==> src/rtl/lsu_pkg.sv <==
// rtl/lsu_pkg.sv - shared load/store codes and FSM state type for the MEM-stage sequencer
//
// Purpose: decoder code points for loads (ResultSrc) and store sizes (StoreSrc),
// the sequencer state enum, and a helper that recognises load codes.
// Ports: none (package).
package lsu_pkg;

  localparam logic [2:0] RS_LB  = 3'b010;
  localparam logic [2:0] RS_LH  = 3'b011;
  localparam logic [2:0] RS_LW  = 3'b100;
  localparam logic [2:0] RS_LBU = 3'b101;
  localparam logic [2:0] RS_LHU = 3'b110;

  // Store size codes; also reused as the access-size encoding for loads.
  localparam logic [1:0] SS_SB = 2'b00;
  localparam logic [1:0] SS_SH = 2'b01;
  localparam logic [1:0] SS_SW = 2'b10;

  typedef enum logic [1:0] {
    IDLE = 2'd0,
    REQ  = 2'd1,
    DONE = 2'd2
  } state_e;

  function automatic logic is_load_code(input logic [2:0] rs);
    return (rs >= RS_LB) && (rs <= RS_LHU);
  endfunction

endpackage

==> src/rtl/load_align.sv <==
// rtl/load_align.sv - load data lane extraction and sign/zero extension
//
// Purpose: picks the byte or halfword addressed by off_i out of the bus word
// and extends it according to the load type.
// Ports:
//   rdata_i      [31:0] read word from the data bus
//   off_i        [1:0]  byte offset of the load address
//   result_src_i [2:0]  load code (lb/lh/lw/lbu/lhu)
//   result_o     [31:0] extended load value
module load_align
  import lsu_pkg::*;
(
  input  logic [31:0] rdata_i,
  input  logic [1:0]  off_i,
  input  logic [2:0]  result_src_i,
  output logic [31:0] result_o
);

  logic [7:0]  byte_sel;
  logic [15:0] half_sel;

  always_comb begin
    case (off_i)
      2'd0:    byte_sel = rdata_i[7:0];
      2'd1:    byte_sel = rdata_i[15:8];
      2'd2:    byte_sel = rdata_i[23:16];
      default: byte_sel = rdata_i[31:24];
    endcase
    half_sel = off_i[1] ? rdata_i[31:16] : rdata_i[15:0];

    case (result_src_i)
      RS_LB:   result_o = {{24{byte_sel[7]}}, byte_sel};
      RS_LH:   result_o = {{16{half_sel[15]}}, half_sel};
      RS_LBU:  result_o = {24'd0, byte_sel};
      RS_LHU:  result_o = {16'd0, half_sel};
      default: result_o = rdata_i;
    endcase
  end

endmodule

==> src/rtl/mem_access_ctrl.sv <==
// rtl/mem_access_ctrl.sv - MEM-stage load/store sequencer on a req/ack data bus
//
// Purpose: runs one load or store at a time, stalls the pipeline until it
// completes, checks alignment, generates byte enables / lane-replicated store
// data and returns extended load data.
// Optional feature: MEM_ACCESS_TIMEOUT_EN adds a bus watchdog of TIMEOUT_CYCLES.
// Ports:
//   clk, rst_n                     clock, async active-low reset
//   mem_valid_i, result_src_i,
//   mem_write_i, store_src_i       decoded memory controls
//   flush_i                        squash the MEM-stage instruction
//   addr_i, wdata_i                byte address, store data
//   stall_o                        pipeline freeze
//   ld_data_o, ld_valid_o          load result and its one-cycle valid
//   fault_o                        one-cycle fault pulse
//   bus_req_o, bus_we_o, bus_addr_o,
//   bus_be_o, bus_wdata_o          data-bus request side
//   bus_ack_i, bus_err_i,
//   bus_rdata_i                    data-bus response side
module mem_access_ctrl
  import lsu_pkg::*;
#(
  parameter int unsigned TIMEOUT_CYCLES = 255
) (
  input  logic        clk,
  input  logic        rst_n,
  input  logic        mem_valid_i,
  input  logic [2:0]  result_src_i,
  input  logic        mem_write_i,
  input  logic [1:0]  store_src_i,
  input  logic        flush_i,
  input  logic [31:0] addr_i,
  input  logic [31:0] wdata_i,
  output logic        stall_o,
  output logic [31:0] ld_data_o,
  output logic        ld_valid_o,
  output logic        fault_o,
  output logic        bus_req_o,
  output logic        bus_we_o,
  output logic [31:0] bus_addr_o,
  output logic [3:0]  bus_be_o,
  output logic [31:0] bus_wdata_o,
  input  logic        bus_ack_i,
  input  logic        bus_err_i,
  input  logic [31:0] bus_rdata_i
);

  state_e      state_q, state_d;
  logic        req_q, req_d;
  logic        we_q, we_d;
  logic [31:0] addr_q, addr_d;
  logic [3:0]  be_q, be_d;
  logic [31:0] wdata_q, wdata_d;
  logic [2:0]  rs_q, rs_d;
  logic [1:0]  off_q, off_d;
  logic        is_ld_q, is_ld_d;
  logic        flush_q, flush_d;     // flush seen while the bus access was in flight
  logic        ld_valid_q, ld_valid_d;
  logic        fault_q, fault_d;
  logic [31:0] ld_data_q, ld_data_d;

  logic        access;
  logic [1:0]  size;
  logic        misalign;
  logic [3:0]  be_new;
  logic [31:0] wdata_new;
  logic [31:0] aligned;
  logic        flush_seen;

`ifdef MEM_ACCESS_TIMEOUT_EN
  localparam int unsigned CNT_W = (TIMEOUT_CYCLES > 255) ? $clog2(TIMEOUT_CYCLES + 1) : 8;
  logic [CNT_W-1:0] cnt_q, cnt_d;
`else
  logic unused_timeout;
  assign unused_timeout = ^TIMEOUT_CYCLES;
`endif

  assign access  = mem_valid_i & (is_load_code(result_src_i) | mem_write_i);
  assign stall_o = access & ~flush_i & (state_q != DONE);

  load_align u_load_align (
    .rdata_i      (bus_rdata_i),
    .off_i        (off_q),
    .result_src_i (rs_q),
    .result_o     (aligned)
  );

  // Access size: loads derive it from the load code, stores use StoreSrc.
  always_comb begin
    case (result_src_i)
      RS_LB, RS_LBU: size = SS_SB;
      RS_LH, RS_LHU: size = SS_SH;
      default:       size = SS_SW;
    endcase
    if (mem_write_i) size = store_src_i;

    case (size)
      SS_SB: begin
        misalign  = 1'b0;
        be_new    = 4'b0001 << addr_i[1:0];
        wdata_new = {4{wdata_i[7:0]}};
      end
      SS_SH: begin
        misalign  = addr_i[0];
        be_new    = addr_i[1] ? 4'b1100 : 4'b0011;
        wdata_new = {2{wdata_i[15:0]}};
      end
      SS_SW: begin
        misalign  = |addr_i[1:0];
        be_new    = 4'b1111;
        wdata_new = wdata_i;
      end
      default: begin
        misalign  = 1'b1;
        be_new    = 4'b1111;
        wdata_new = wdata_i;
      end
    endcase
    if (!mem_write_i) begin
      be_new    = 4'b1111;
      wdata_new = 32'd0;
    end
  end

  always_comb begin
    state_d    = state_q;
    req_d      = req_q;
    we_d       = we_q;
    addr_d     = addr_q;
    be_d       = be_q;
    wdata_d    = wdata_q;
    rs_d       = rs_q;
    off_d      = off_q;
    is_ld_d    = is_ld_q;
    flush_d    = flush_q;
    ld_valid_d = 1'b0;
    fault_d    = 1'b0;
    ld_data_d  = ld_data_q;
    flush_seen = flush_q | flush_i;
`ifdef MEM_ACCESS_TIMEOUT_EN
    cnt_d      = cnt_q;
`endif

    case (state_q)
      IDLE: begin
        flush_d = 1'b0;
        if (access && !flush_i) begin
          if (misalign) begin
            state_d = DONE;
            fault_d = 1'b1;
          end else begin
            state_d = REQ;
            req_d   = 1'b1;
            we_d    = mem_write_i;
            addr_d  = {addr_i[31:2], 2'b00};
            be_d    = be_new;
            wdata_d = wdata_new;
            rs_d    = result_src_i;
            off_d   = addr_i[1:0];
            is_ld_d = ~mem_write_i;
`ifdef MEM_ACCESS_TIMEOUT_EN
            cnt_d   = '0;
`endif
          end
        end
      end
      REQ: begin
        flush_d = flush_seen;
        // Error takes priority over a simultaneous ack.
        if (bus_err_i) begin
          state_d = DONE;
          req_d   = 1'b0;
          fault_d = ~flush_seen;
        end else if (bus_ack_i) begin
          state_d = DONE;
          req_d   = 1'b0;
          if (is_ld_q && !flush_seen) begin
            ld_valid_d = 1'b1;
            ld_data_d  = aligned;
          end
        end
`ifdef MEM_ACCESS_TIMEOUT_EN
        else if (cnt_q == CNT_W'(TIMEOUT_CYCLES - 1)) begin
          state_d = DONE;
          req_d   = 1'b0;
          fault_d = ~flush_seen;
        end else begin
          cnt_d = cnt_q + 1'b1;
        end
`endif
      end
      default: state_d = IDLE;
    endcase
  end

  always_ff @(posedge clk or negedge rst_n) begin
    if (!rst_n) begin
      state_q    <= IDLE;
      req_q      <= 1'b0;
      we_q       <= 1'b0;
      addr_q     <= 32'd0;
      be_q       <= 4'd0;
      wdata_q    <= 32'd0;
      rs_q       <= 3'd0;
      off_q      <= 2'd0;
      is_ld_q    <= 1'b0;
      flush_q    <= 1'b0;
      ld_valid_q <= 1'b0;
      fault_q    <= 1'b0;
      ld_data_q  <= 32'd0;
`ifdef MEM_ACCESS_TIMEOUT_EN
      cnt_q      <= '0;
`endif
    end else begin
      state_q    <= state_d;
      req_q      <= req_d;
      we_q       <= we_d;
      addr_q     <= addr_d;
      be_q       <= be_d;
      wdata_q    <= wdata_d;
      rs_q       <= rs_d;
      off_q      <= off_d;
      is_ld_q    <= is_ld_d;
      flush_q    <= flush_d;
      ld_valid_q <= ld_valid_d;
      fault_q    <= fault_d;
      ld_data_q  <= ld_data_d;
`ifdef MEM_ACCESS_TIMEOUT_EN
      cnt_q      <= cnt_d;
`endif
    end
  end

  assign bus_req_o   = req_q;
  assign bus_we_o    = we_q;
  assign bus_addr_o  = addr_q;
  assign bus_be_o    = be_q;
  assign bus_wdata_o = wdata_q;
  assign ld_valid_o  = ld_valid_q;
  assign fault_o     = fault_q;
  assign ld_data_o   = ld_data_q;

endmodule
==> config.mk <==
export PLATFORM = sky130hd
export DESIGN_NAME = mem_access_ctrl
export DESIGN_NICKNAME = d
export VERILOG_FILES = /design/src/rtl/lsu_pkg.sv /design/src/rtl/load_align.sv /design/src/rtl/mem_access_ctrl.sv
export SDC_FILE = /design/constraint.sdc
export NUM_CORES = 1
export LEC_CHECK = 0
export CAP_MARGIN = 30
export CORE_MARGIN = 4
export CORE_UTILIZATION = 60
export CTS_CLUSTER_SIZE = 25
export DETAILED_ROUTE_END_ITERATION = 8
export DONT_BUFFER_PORTS = 1
export GPL_TIMING_DRIVEN = 0
export HOLD_SLACK_MARGIN = 0.05
export PLACE_DENSITY_LB_ADDON = 0.05
export SETUP_SLACK_MARGIN = 0.1
export SLEW_MARGIN = 25
export SYNTH_ARGS = -nofsm -noshare
export SYNTH_HDL_FRONTEND = slang
export SYNTH_SLANG_ARGS = --single-unit
==> constraint.sdc <==
create_clock -name clk -period 3.7 [get_ports clk]
set_clock_uncertainty 0.05 [all_clocks]
set_input_delay 0 -clock clk [delete_from_list [all_inputs] [get_ports clk]]
set_output_delay 0 -clock clk [all_outputs]
set_load 0.005 [all_outputs]
## Word level (Yosys, flattened, before mapping)

Index checks and enable logic that the tools add are counted.

- Bits of input ports: 108
- Bits in registers: 111
- Output and inout bits: 105

- Multiplexer cells: 30
- Eq/ne operators: 17
- Bitwise gates (word level): 10
- $lt $le $gt $ge: 2
- Reduce and logical (&&, ||, !) cells: 16
- Shift operators: 1

Operators with widths:

| cell | number |
|---|---|
| $pmux 32 s4 | 1 |
| $pmux 32 s2 | 1 |
| $mux 32 | 1 |
| $pmux 8 s3 | 1 |
| $mux 16 | 1 |
| $eq 3x2->1 const B | 4 |
| $eq 3x3->1 const B | 4 |
| $mux 1 | 11 |
| $mux 2 | 5 |
| $mux 4 | 2 |
| $pmux 2 s2 | 2 |
| $pmux 4 s2 | 1 |
| $reduce_and 4->1 | 2 |
| $eq 2x1->1 const B | 3 |
| $logic_not 2->1 | 3 |
| $ne 2x2->1 const B | 3 |
| $pmux 1 s2 | 3 |
| $reduce_or 2->1 | 3 |
| $not 1->1 | 5 |
| $eq 2x2->1 const B | 2 |
| $shl 1x2->4 const A | 1 |
| $and 1x1->1 | 3 |
| $ge 3x2->1 const B | 1 |
| $le 3x3->1 const B | 1 |
| 8 further kinds | 12 |

## Logic depth before layout (Yosys ltp)

Gate-level depths: netlist of run 1.

- Word-level depth: 9
- Gate-level depth with buffers: 8

## Hierarchy

From an unflattened synthesis of run 1, not the netlist that was laid out.

- Cells, all modules: 481
- Area total of the unflattened synthesis: 5870.6 µm²

By module, submodules not included:

| module | area an instance (µm²) | sequential area each (µm²) | cells each | times used |
|---|---|---|---|---|
| mem_access_ctrl | 5097.4 | 2777.7 | 368 | 1 |
| load_align | 773.2 | 0.0 | 113 | 1 |

## Worst setup path after synthesis of run 1

No wires, ideal clock.

- Path kind: reg2reg
- Start: register off_q[1]
- End: register ld_data_q[21], in the netlist ld_data_o[21]
- Setup time: 122 ps
- Required time: 3528 ps
- Slack: 1937 ps
- Path buffers: 1
- Period minus slack after synthesis: 1763 ps
- Data arrival time: 1591 ps
- Stages on the path, launching flop included: 7
- Cells stage by stage: dfrtp_1 > mux4_2 > mux2i_1 > nor2_1 > nor2_2 > buf_4 > a21oi_1

- Cells in the longest elaborated chain, start to end: 3
- Elaborated cells between the ends (all ways): 6
- Classes of those cells: eq/ne: 2; mux: 3; reduce/logical: 1

RTL lines:

| what | line | RTL |
|---|---|---|
| from (decl) | mem_access_ctrl.sv:55 | `logic [1:0] off_q, off_d;` |
| from (signal assigned) | mem_access_ctrl.sv:205 | `off_q <= 2'd0;` |
| from (signal assigned) | mem_access_ctrl.sv:222 | `off_q <= off_d;` |
| $eq 2x2->1, or another cell as far along | load_align.sv:23 | `case (off_i)` |
| $pmux 8 s3 | load_align.sv:23 |  |
| $pmux 32 s4 * | load_align.sv:31 | `case (result_src_i)` |
| to (signal assigned) | mem_access_ctrl.sv:227 | `ld_data_q <= ld_data_d;` |
| to (decl) | mem_access_ctrl.sv:60 | `logic [31:0] ld_data_q, ld_data_d;` |

Every way passes the cells marked *; elsewhere a longest branch is shown, timed or not.
A chain may end at the register's enable or synchronous reset.

## Worst setup path in the final report of run 1

- Start: register off_q[1]
- End: register ld_data_q[19], in the netlist ld_data_o[19]

Same word-level chain as after synthesis.

==> reports/qor.csv, run 1 <==
metric,value,unit
status,"complete, no violations",
rsz0062_at_grt,false,
cts_max_level,3,
ant_nets,0,
layout.cells.most_common_list,"dlygate4sd3_1 (127), dfrtp_1 (111), nand2_1 (80)",
swShare,0.358,
hold_class,input port to register,
start_util,0.620,
ys_seq_area_frac,0.454,
ios,213,
core,9860,sq um
grt.total_usage,0.305,
num_vias,4906,
die_y,109,um
grt_max_degree,112,
hpwl,11200,um
syn_inst,573,
setup_violations,0,
worstSetupEndpoint,ld_data_o[19],
clkPwrFrac,0.172,
root_buffer,clkbuf_8,
synth-seq-cells,111,
startpoint_type,register,
routabilityCongestion,0.873,
slew_viol_final,0,
synth_area_leader_cell,dfrtp_1,
overflow,0,
first_global_vias,5104,
grt_pass1_wl,27500,um
cts_buffers,9,
final_area,7780,sq um
dr.pass1.iters,5,
clk-insertion-delay-late,0.39,ns
syn_to_final_growth,27.2,%
switching_power,1.56,mW
power_frac_comb,0.364,
crit_required,3.91,ns
ys_types,55,
final_util,0.789,
synth_top_area_share,0.454,
die_x,109,um
powerDensity,560,nW/um^2
routedWlPerCell,21.0,um
drt-total-wl,17900,um
clk_pin_slew,0.10,ns
end_kind,register,
io_buffers,0,
fin_crit_sh,0.717,
timing.rr.end,ld_data_o[19],
dpl_cell_area,6290,sq um
synthTopCellsByArea,"dfrtp_1 (45%), mux2_4 (15%), nand2_1 (4.9%)",
drv_cap,0,
r2r_slack,1.05,ns
setup_tns,0,ns
nNetsFinal,821,
ctsLongestPathBuffers,2,
rr_worst_depth,6,
cts_tree,built,
viasPerCell,5.76,
pwr-share-seq,0.464,
r2r_start,off_q[1],
cp_max_fo,7,
slew-limit-headroom,0.444,
irDropWorstVdd,0.402,mV
synth-edff-count,0,
layout-drive-gt1-share,0.179,
grt_antenna_before_repair,0,
async_flop_share,1.00,
dieArea,11900,sq um
final_common_cell,dlygate4sd3_1,
critical_path_class,register to register,
finalPower,4.36,mW
synth_top_flop_cell,dfrtp_1,
drtIter0Drc,283,
yosysWarnings,0,
synth_area,6120,sq um
timing.hold.ws,0.0766,ns
power.internal,2.80,mW
clock-sinks,111,
finalCriticalPeriod,2.65,ns
post_cts_buffers,0,
p_leak,3.77,nW
tightest_slew,0.828,ns
crit_arrival,2.86,ns
row_count,36,
critical_path.startpoint,off_q[1],
finalHoldViolCount,0,
drc,0,
avgSynthCellArea,10.7,sq um
fmax,377,MHz
==> area by class of cell <==
| class | instances | area, sq um |
|---|---|---|
| flip-flops and latches | 111 | 2780 |
| inverters | 23 | 86.3 |
| plain buffers | 35 | 338 |
| clock buffers | 10 | 138 |
| repair buffers | 128 | 1300 |
| fillers | 616 | 2080 |
| diodes | 1 | 2.50 |
| clock inverters | 5 | 56.3 |
| well taps | 133 | 166 |
| multi-input cells | 405 | 2920 |
==> synth_stat cells (all sizes together) (2+ instances only) <==
cell	instances
nand2b	17
nor2	41
o21ai	50
dfrtp	111
a21oi	52
mux2	72
o211ai	10
o211a	2
nor2b	9
o21a	2
a21boi	8
a22oi	6
inv	22
and2b	3
clkbuf	9
nand3	3
xnor2	3
or2	3
nand2	80
and2	2
buf	25
mux2i	26
==> sequential cells by signal, indices dropped and copies added, names as in the netlist <==
signal	cells
flush_q	1
bus_req_o	1
rs_q	3
ld_valid_o	1
off_q	2
fault_o	1
bus_wdata_o	32
bus_addr_o	30
state_q	2
bus_we_o	1
ld_data_o	32
is_ld_q	1
bus_be_o	4
==> per-stage QoR <==
stage / cells / setup slack (ns)
3_5_place_dp: 707 / 1.54
5_1_grt: 850 / 0.870
2_1_floorplan: 574 / 1.94
6_report: 851 / 1.05
3_3_place_gp: 707 / 1.58
4_1_cts: 850 / 1.16
==> power by group through the flow <==
stage	Combinational [mW]	Sequential (mW)	Clock (mW)
after floorplan	1.11	1.91	0
after global placement	1.29	2.03	0
after detailed placement	1.32	2.03	0
after CTS	1.54	2.01	0.758
after global routing	1.74	2.07	0.812
final	1.59	2.02	0.750
==> worst min-delay path by stage <==
stage | slack (ns) | endpoint | cells past startpoint | startpoint
2_1_floorplan | -0.35 | bus_addr_o[10] | 0 | rst_n
3_3_place_gp | -0.34 | ld_data_o[9] | 0 | rst_n
3_5_place_dp | -0.34 | ld_data_o[9] | 0 | rst_n
4_1_cts | 0.05 | ld_data_o[6] | 4 | bus_rdata_i[6]
5_1_grt | 0.13 | ld_data_o[7] | 3 | bus_ack_i
6_report | 0.08 | ld_data_o[6] | 4 | bus_rdata_i[6]
==> timing repair <==
item / CTS / global route
resized for setup: 0 / 0
hold endpoints to repair: 219 / 0
hold buffers: 128 / 0
==> per-layer routing <==
metal / share of wire / routed length [um] / GRT usage / vias up
met5: 0 / 0 / 0 / -
met4: 0.013 / 240 / 0.0766 / 0
met3: 0.10 / 1790 / 0.111 / 26
met2: 0.49 / 8750 / 0.500 / 288
met1: 0.40 / 7060 / 0.383 / 2351
li1: - / - / - / 2241
==> kinds of logic after synthesis <==
kind of cell,after synthesis,share of synthesized area
and+or+nand+nor,164,0.122
AOI/OAI and AO/OA,136,0.131
DFF,111,0.454
muxes,99,0.216
buffers and inverters,58,0.0694
xor gates and xnor gates,3,0.00430
adders and majority gates,1,0.00164
other,1,0.000613
==> critical path, cell delays in order, from the launching register on <==
cell	delay, ns
dfrtp_1	0.54
mux4_2	0.58
mux2i_1	0.16
nor2_1	0.08
nor2_2	0.37
a21oi_1	0.16
dlygate4sd3_1	0.61
Note: power is estimated with default switching activity, not from simulation.
==> run 2: changes to the inputs <==
Settings changed: ABC_AREA set to 1, CORE_UTILIZATION 60 to 57.
Clock period 3.7 ns to 2.2 ns, I/O delays scaled along.
==> run 2 against run 1 <==
The flow now finishes with violations (negative hold slack); hold slack worse by 0.83 ns; via count is 14% higher; first-iteration DRC count is 60% higher; sequential share of layout area is 3.3 points higher; synthesized cell count is 30% higher; global-route usage is 0.25 points higher; critical endpoint is now bus_wdata_o[23]; largest cell class is now sequential cells.
==> reports/qor.csv, run 2 <==
metric,value,unit,change
nNetsFinal,986,,+20%
setup_ws,0.196,ns,-0.853 ns
io_buffers,0,,unchanged
critical_path_class,input port to register,,
crit_buf_inv,4,,+3
synth-edff-count,0,,unchanged
fmax,499,MHz,
avgSynthCellArea,7.43,sq um,-30%
ys_types,25,,-55%
cts_tree,built,,
synth_area_leader_cell,dfrtp_1,,
setup_violations,0,,unchanged
drc,0,,unchanged
root_buffer,clkbuf_8,,
synth_top_flop_cell,dfrtp_1,,
setup_tns,0,ns,unchanged
hold_class,input port to async pin,,
grt.total_usage,0.307,,+0.00252
status,"finished, violations left",,
synth_top_area_share,0.501,,+0.0465
timing.hold.ws,-0.758,ns,-0.835 ns
cp_max_fo,10,,+3
cts_max_level,3,,unchanged
slew_viol_final,0,,unchanged
overflow,0,,unchanged
grt_pass1_wl,27800,um,+1.2%
place_ws,0.111,ns,-1.43 ns
die_x,107,um,-2.1%
crit_chain,dlygate4sd3_1 > clkbuf_4 > nand2_2 > o21ai_4 > buf_4 > nand2_1 > nand2_1 > nand2_1 > dlygate4sd3_1 > o21ai_1,,
grt_max_degree,112,,unchanged
ios,213,,unchanged
startpoint_type,input port,,
final_common_cell,nand2_1,,
crit_required,2.46,ns,-1.45 ns
violations,negative hold slack,,
layout.cells.most_common_list,"nand2_1 (258), dlygate4sd3_1 (119), dfrtp_1 (111)",,
yosysWarnings,0,,unchanged
routedWlPerCell,17.1,um,-19%
dieArea,11400,sq um,-4.2%
num_vias,5585,,+14%
synth-seq-cells,111,,unchanged
cts_buffers,9,,unchanged
clk_pin_slew,0.12,ns,+0.02 ns
p_leak,3.65,nW,-3.0%
slowest_delay,0.62,ns,about the same
routabilityCongestion,0.929,,+6.4%
start_util,0.592,,-0.0280
powerDensity,836,nW/um^2,+49%
slew-limit-headroom,0.599,,+0.155
synth_area,5550,sq um,-9.3%
tightest_slew,0.597,ns,-0.231 ns
crit_arrival,2.27,ns,-0.59 ns
viasPerCell,5.51,,-4.4%
cp_common_cell,nand2_1,,
drv_cap,0,,unchanged
drtIter0Drc,453,,+60%
grt_antenna_before_repair,0,,unchanged
fin_crit_sh,0.911,,
core,9370,sq um,-5.0%
ys_seq_area_frac,0.501,,+0.0465
synth_common_cells,"nand2_1 (260), dfrtp_1 (111), nand3_1 (73), nor2_1 (66), inv_1 (63)",,
row_count,35,,-2.8%
rsz0062_at_grt,false,,
cp_slowest_cell,dlygate4sd3_1,,
ant_nets,0,,unchanged
hpwl,11500,um,+3.0%
irDropWorstVdd,0.470,mV,+17%
end_kind,register,,
finalHoldViolCount,111,,+111
clk-insertion-delay-late,0.38,ns,about the same
die_y,107,um,-2.1%
drt-total-wl,17300,um,-3.1%
async_flop_share,1.00,,unchanged
dr.pass1.iters,5,,unchanged
synthTopCellsByArea,"dfrtp_1 (50%), nand2_1 (18%), nand3_1 (6.6%)",,
cp_top_family,buffers and inverters,,
syn_to_final_growth,28.3,%,
synthMostInstantiatedCell,nand2_1,,
finalCriticalPeriod,2.00,ns,
first_global_vias,5711,,+12%
layout-drive-gt1-share,0.0668,,-0.112
syn_inst,747,,+30%
cts-hold-fix-buffers,119,,-7.0%
clock-sinks,111,,unchanged
ctsLongestPathBuffers,2,,unchanged
[run 2: final timing paths]
kind | startpoint | end | slack [ns] | cells past startpoint
setup / recovery | mem_write_i | bus_wdata_o[23] | 0.20 | 10
hold / removal | rst_n | ld_data_o[20] | -0.76 | 0
setup reg to reg | state_q[0] | fault_o | 0.20 | 6
hold reg to reg | bus_addr_o[23] | bus_addr_o[23] | 0.46 | 2
max in group asynchronous | rst_n | bus_wdata_o[15] | 2.65 | 0
min in group clk | store_src_i[1] | bus_wdata_o[31] | 0.06 | 4
[run 2: cell families after synthesis]
family | after synthesis | synth area share
buffers and inverters | 105 | 0.0801
other | 1 | 0.000676
AND/OR/NAND/NOR | 423 | 0.318
flip-flops | 111 | 0.501
AO/OA/AOI/OAI | 107 | 0.100
[run 2: layout make-up]
cell class,count,area (sq um)
inverters,65,244
multi-input cells,532,2350
fillers,697,2250
clock buffers,10,138
repair buffers,119,1190
flip-flops and latches,111,2780
clock inverters,6,50.0
well taps,129,161
plain buffers,40,204
diodes,1,2.50
[run 2: through the flow]
stage          cell area [sq um]  power [mW]  hold slack (ns)  cells   util
5_1_grt                     7120        6.35           -0.774   1012  0.760
4_1_cts                     7100        5.90           -0.764   1012  0.758
6_report                    7120        5.95           -0.758   1013  0.760
3_3_place_gp                5710        4.47           -0.343    877  0.610
3_5_place_dp                5710        4.52           -0.343    877  0.610
2_1_floorplan               5550        4.08           -0.346    748      -
[run 2: report_power, final]
group / internal [mW] / leakage [nW] / switching [mW]
Clock: 0.460 / 0.0952 / 0.746
Sequential: 2.58 / 1.45 / 0.486
Combinational: 0.652 / 2.11 / 1.03
Total: 3.69 / 3.65 / 2.26
[run 2: what timing repair did]
action | 4_1_cts | 5_1_grt
resized for setup | 1 | 8
setup endpoints to repair | 3 | 13
hold endpoints to repair | 222 | 111
buffers inserted | 0 | 0
[run 2: routing by layer]
metal / vias up / part of all wire / wire length [um] / global-route usage
met1: 2605 / 0.37 / 6440 / 0.363
met2: 300 / 0.50 / 8700 / 0.533
li1: 2634 / - / - / -
met4: 0 / 0.035 / 606 / 0.134
met5: - / 0 / 0 / 0
met3: 46 / 0.090 / 1560 / 0.0734
==> run 3: changes to the inputs <==
Settings changed: BUFFER_PORTS_ARGS set to -buffer_cell sky130_fd_sc_hd__buf_2, CORE_UTILIZATION 57 to 45, DONT_BUFFER_PORTS 1 to unset, SYNTH_HIERARCHICAL set to 1.
==> run 3 against run 2 <==
The flow now finishes without violations; total power rose by 21%; critical path type is now register to register; first-iteration DRC count shrank 9.7%; largest cell class unchanged; sequential share of layout area decreased by 5.6 points; global-route usage down 6.0 points; largest power group unchanged; critical path depth shrank 2; synthesized cell count increased by 5.0%.
==> reports/qor.csv, run 3 <==
metric,value,unit,change
drv_cap,0,,unchanged
rr_worst_depth,8,,+2
synth-seq-cells,111,,unchanged
slowest_delay,0.42,ns,-0.20 ns
grt_use_met2,0.416,,-0.117
overflow,0,,unchanged
post_cts_buffers,0,,unchanged
ys_types,31,,+24%
fin_cells,1287,,+27%
crit_chain,nor2_1 > nand2_1 > inv_1 > nand2_1 > inv_1 > buf_1 > nand2_1 > nand2_1,,
clkPwrFrac,0.229,,+0.026
yosys.area_share.simple,0.380,,+0.0613
drc,0,,unchanged
place_ws,0.256,ns,+0.144 ns
clk-insertion-delay-late,0.35,ns,-0.03 ns
synth_top_family_by_area,simple AND/OR/NAND/NOR gates,,
num_vias,6027,,+7.9%
drtIter0Drc,409,,-9.7%
viasPerCell,4.68,,-15%
startpoint_type,register,,
routabilityCongestion,0.848,,-8.7%
status,"complete, no violations",,
dpl_cell_area,6940,sq um,+22%
grt_max_degree,62,,-45%
ant_nets,0,,unchanged
grt.total_usage,0.247,,-0.0603
final_area,8310,sq um,+17%
drt-total-wl,17700,um,+2.1%
routedWlPerCell,13.7,um,-20%
syn_inst,784,,+5.0%
finalCriticalPeriod,1.90,ns,-0.104 ns
finalHoldViolCount,0,,-100%
grt_antenna_before_repair,0,,unchanged
async_flop_share,1.00,,unchanged
synth_top_flop_cell,dfrtp_1,,
finalPower,7.23,mW,+21%
root_buffer,clkbuf_16,,
row_count,40,,+14%
fin_crit_sh,0.864,,-0.0471
syn_to_final_growth,47.3,%,
setup_ws,0.300,ns,+0.104 ns
slew_viol_final,0,,unchanged
end_kind,register,,
ys_seq_area_frac,0.492,,-0.00855
synthTopCellsByArea,"dfrtp_1 (49%), nand2_1 (30%), o21ai_0 (3.4%)",,
crit_arrival,2.14,ns,-0.13 ns
critical_path_class,register to register,,
layout-drive-gt1-share,0.248,,+0.181
first_global_vias,5962,,+4.4%
synth_top_area_share,0.492,,-0.00855
timing.hold.ws,0.0972,ns,+0.855 ns
place_inst,1164,,+33%
clk_pin_slew,0.07,ns,-0.05 ns
start_util,0.464,,-0.128
irDropWorstVdd,0.628,mV,+34%
hpwl,12200,um,+5.8%
cp_common_cell,nand2_1,,
synth_fa_ha_area_frac,0,,unchanged
rsz0062_at_grt,false,,
cts_max_level,3,,unchanged
swShare,0.350,,-0.0304
synth.mux.area_fraction,0,,unchanged
layout.cells.most_common_list,"nand2_1 (449), buf_2 (214), dfrtp_1 (111)",,
synth_xor_area_frac,0,,unchanged
synth-edff-count,0,,unchanged
diodes,0,,-1
crit_required,2.44,ns,-0.02 ns
clock-sinks,111,,unchanged
cts_tree,built,,
cp_max_fo,10,,unchanged
use_met3,0.0617,,-0.0117
hold_class,input port to async pin,,
power_frac_comb,0.360,,+0.077
pwr-share-seq,0.412,,-0.103
ctsLongestPathBuffers,2,,unchanged
grt_busiest_layer,met2,,
synth_area,5640,sq um,+1.7%
switching_power,2.53,mW,+12%
tightest_slew,0.545,ns,-0.0523 ns
globalRouteMet1Util,0.304,,-0.0593
synthMostInstantiatedCell,nand2_1,,
avgSynthCellArea,7.20,sq um,-3.1%
slew-limit-headroom,0.634,,+0.0351
synth-compound-area-share,0.0561,,-0.0441
fillers,1039,,+49%
yosysWarnings,6,,+6
grt_pass1_wl,28500,um,+2.4%
power.internal,4.70,mW,+27%
io_buffers,210,,+210
core,12200,sq um,+30%
powerDensity,869,nW/um^2,+4.0%
cp_slowest_cell,dfrtp_1,,
setup_tns,0,ns,unchanged
ios,213,,unchanged
die_x,120,um,+13%
final_common_cell,nand2_1,,
synth_area_leader_cell,dfrtp_1,,
dr.pass1.iters,4,,-1
final_util,0.684,,-0.0762
synth_common_cells,"nand2_1 (449), dfrtp_1 (111), inv_1 (50), o21ai_0 (38), nor2_1 (33)",,
cts_buffers,9,,unchanged
p_leak,4.91,nW,+34%
dieArea,14400,sq um,+27%
nNetsFinal,1222,,+24%
setup_violations,0,,unchanged
die_y,120,um,+13%
fmax,526,MHz,+5.5%
run 3: layout make-up:
type	instances	area (sq um)	area share
buffer	32	191	0.0230
clock inverter	5	56.3	0.00677
tap	168	210	0.0253
timing repair buffer	318	2160	0.259
clock buffer	11	243	0.0292
sequential	111	2780	0.334
inverter	56	213	0.0256
multi-input combinational	586	2470	0.297
run 3: path summary, 6_finish.rpt:
kind                                 endpoint  slack (ns)      startpoint
worst min-delay path            ld_data_o[17]         0.1           rst_n
min in group clk                  bus_be_o[0]        0.10  store_src_i[1]
max in group asynchronous         bus_be_o[3]        1.33           rst_n
worst max-delay path            ld_data_o[12]        0.30      state_q[1]
worst max register to register  ld_data_o[12]        0.30      state_q[1]
worst min register to register   ld_data_o[7]        0.42    ld_data_o[7]
run 3: cells by family (layout without fill, tap and decap cells):
kind of cell,Yosys count,count (layout)
AO/OA/AOI/OAI,54,54
buffers and inverters,88,422
flip-flops,111,111
other,1,2
AND/OR/NAND/NOR,530,530
run 3: metal layers:
| layer | vias to the layer above | part of all wire | wire length, um |
|---|---|---|---|
| met4 | 0 | 0.032 | 558 |
| met2 | 216 | 0.49 | 8620 |
| li1 | 3046 | - | - |
| met5 | - | 0 | 0 |
| met1 | 2721 | 0.42 | 7390 |
| met3 | 44 | 0.062 | 1090 |
run 3: repair_timing:
| item | 4_1_cts | 5_1_grt |
|---|---|---|
| endpoints found under the hold margin | 220 | 0 |
| hold buffers | 107 | 0 |
| resized for setup | 0 | 1 |
| endpoints found under the setup margin | 0 | 4 |
run 3: power groups by stage:
stage	combinational [mW]	clock, mW	sequential (mW)
after floorplan	1.35	0	3.03
after global placement	2.41	0	2.99
after detailed placement	2.46	0	2.99
after CTS	2.61	1.69	2.97
after global routing	2.93	1.79	3.05
final	2.60	1.65	2.97
run 3: worst max-delay path: cells and delay by family (launching register included):
kind / cells / cell delay [ns]
buf+inv: 3 / 0.64
simple gates: 5 / 0.73
flops: 1 / 0.42
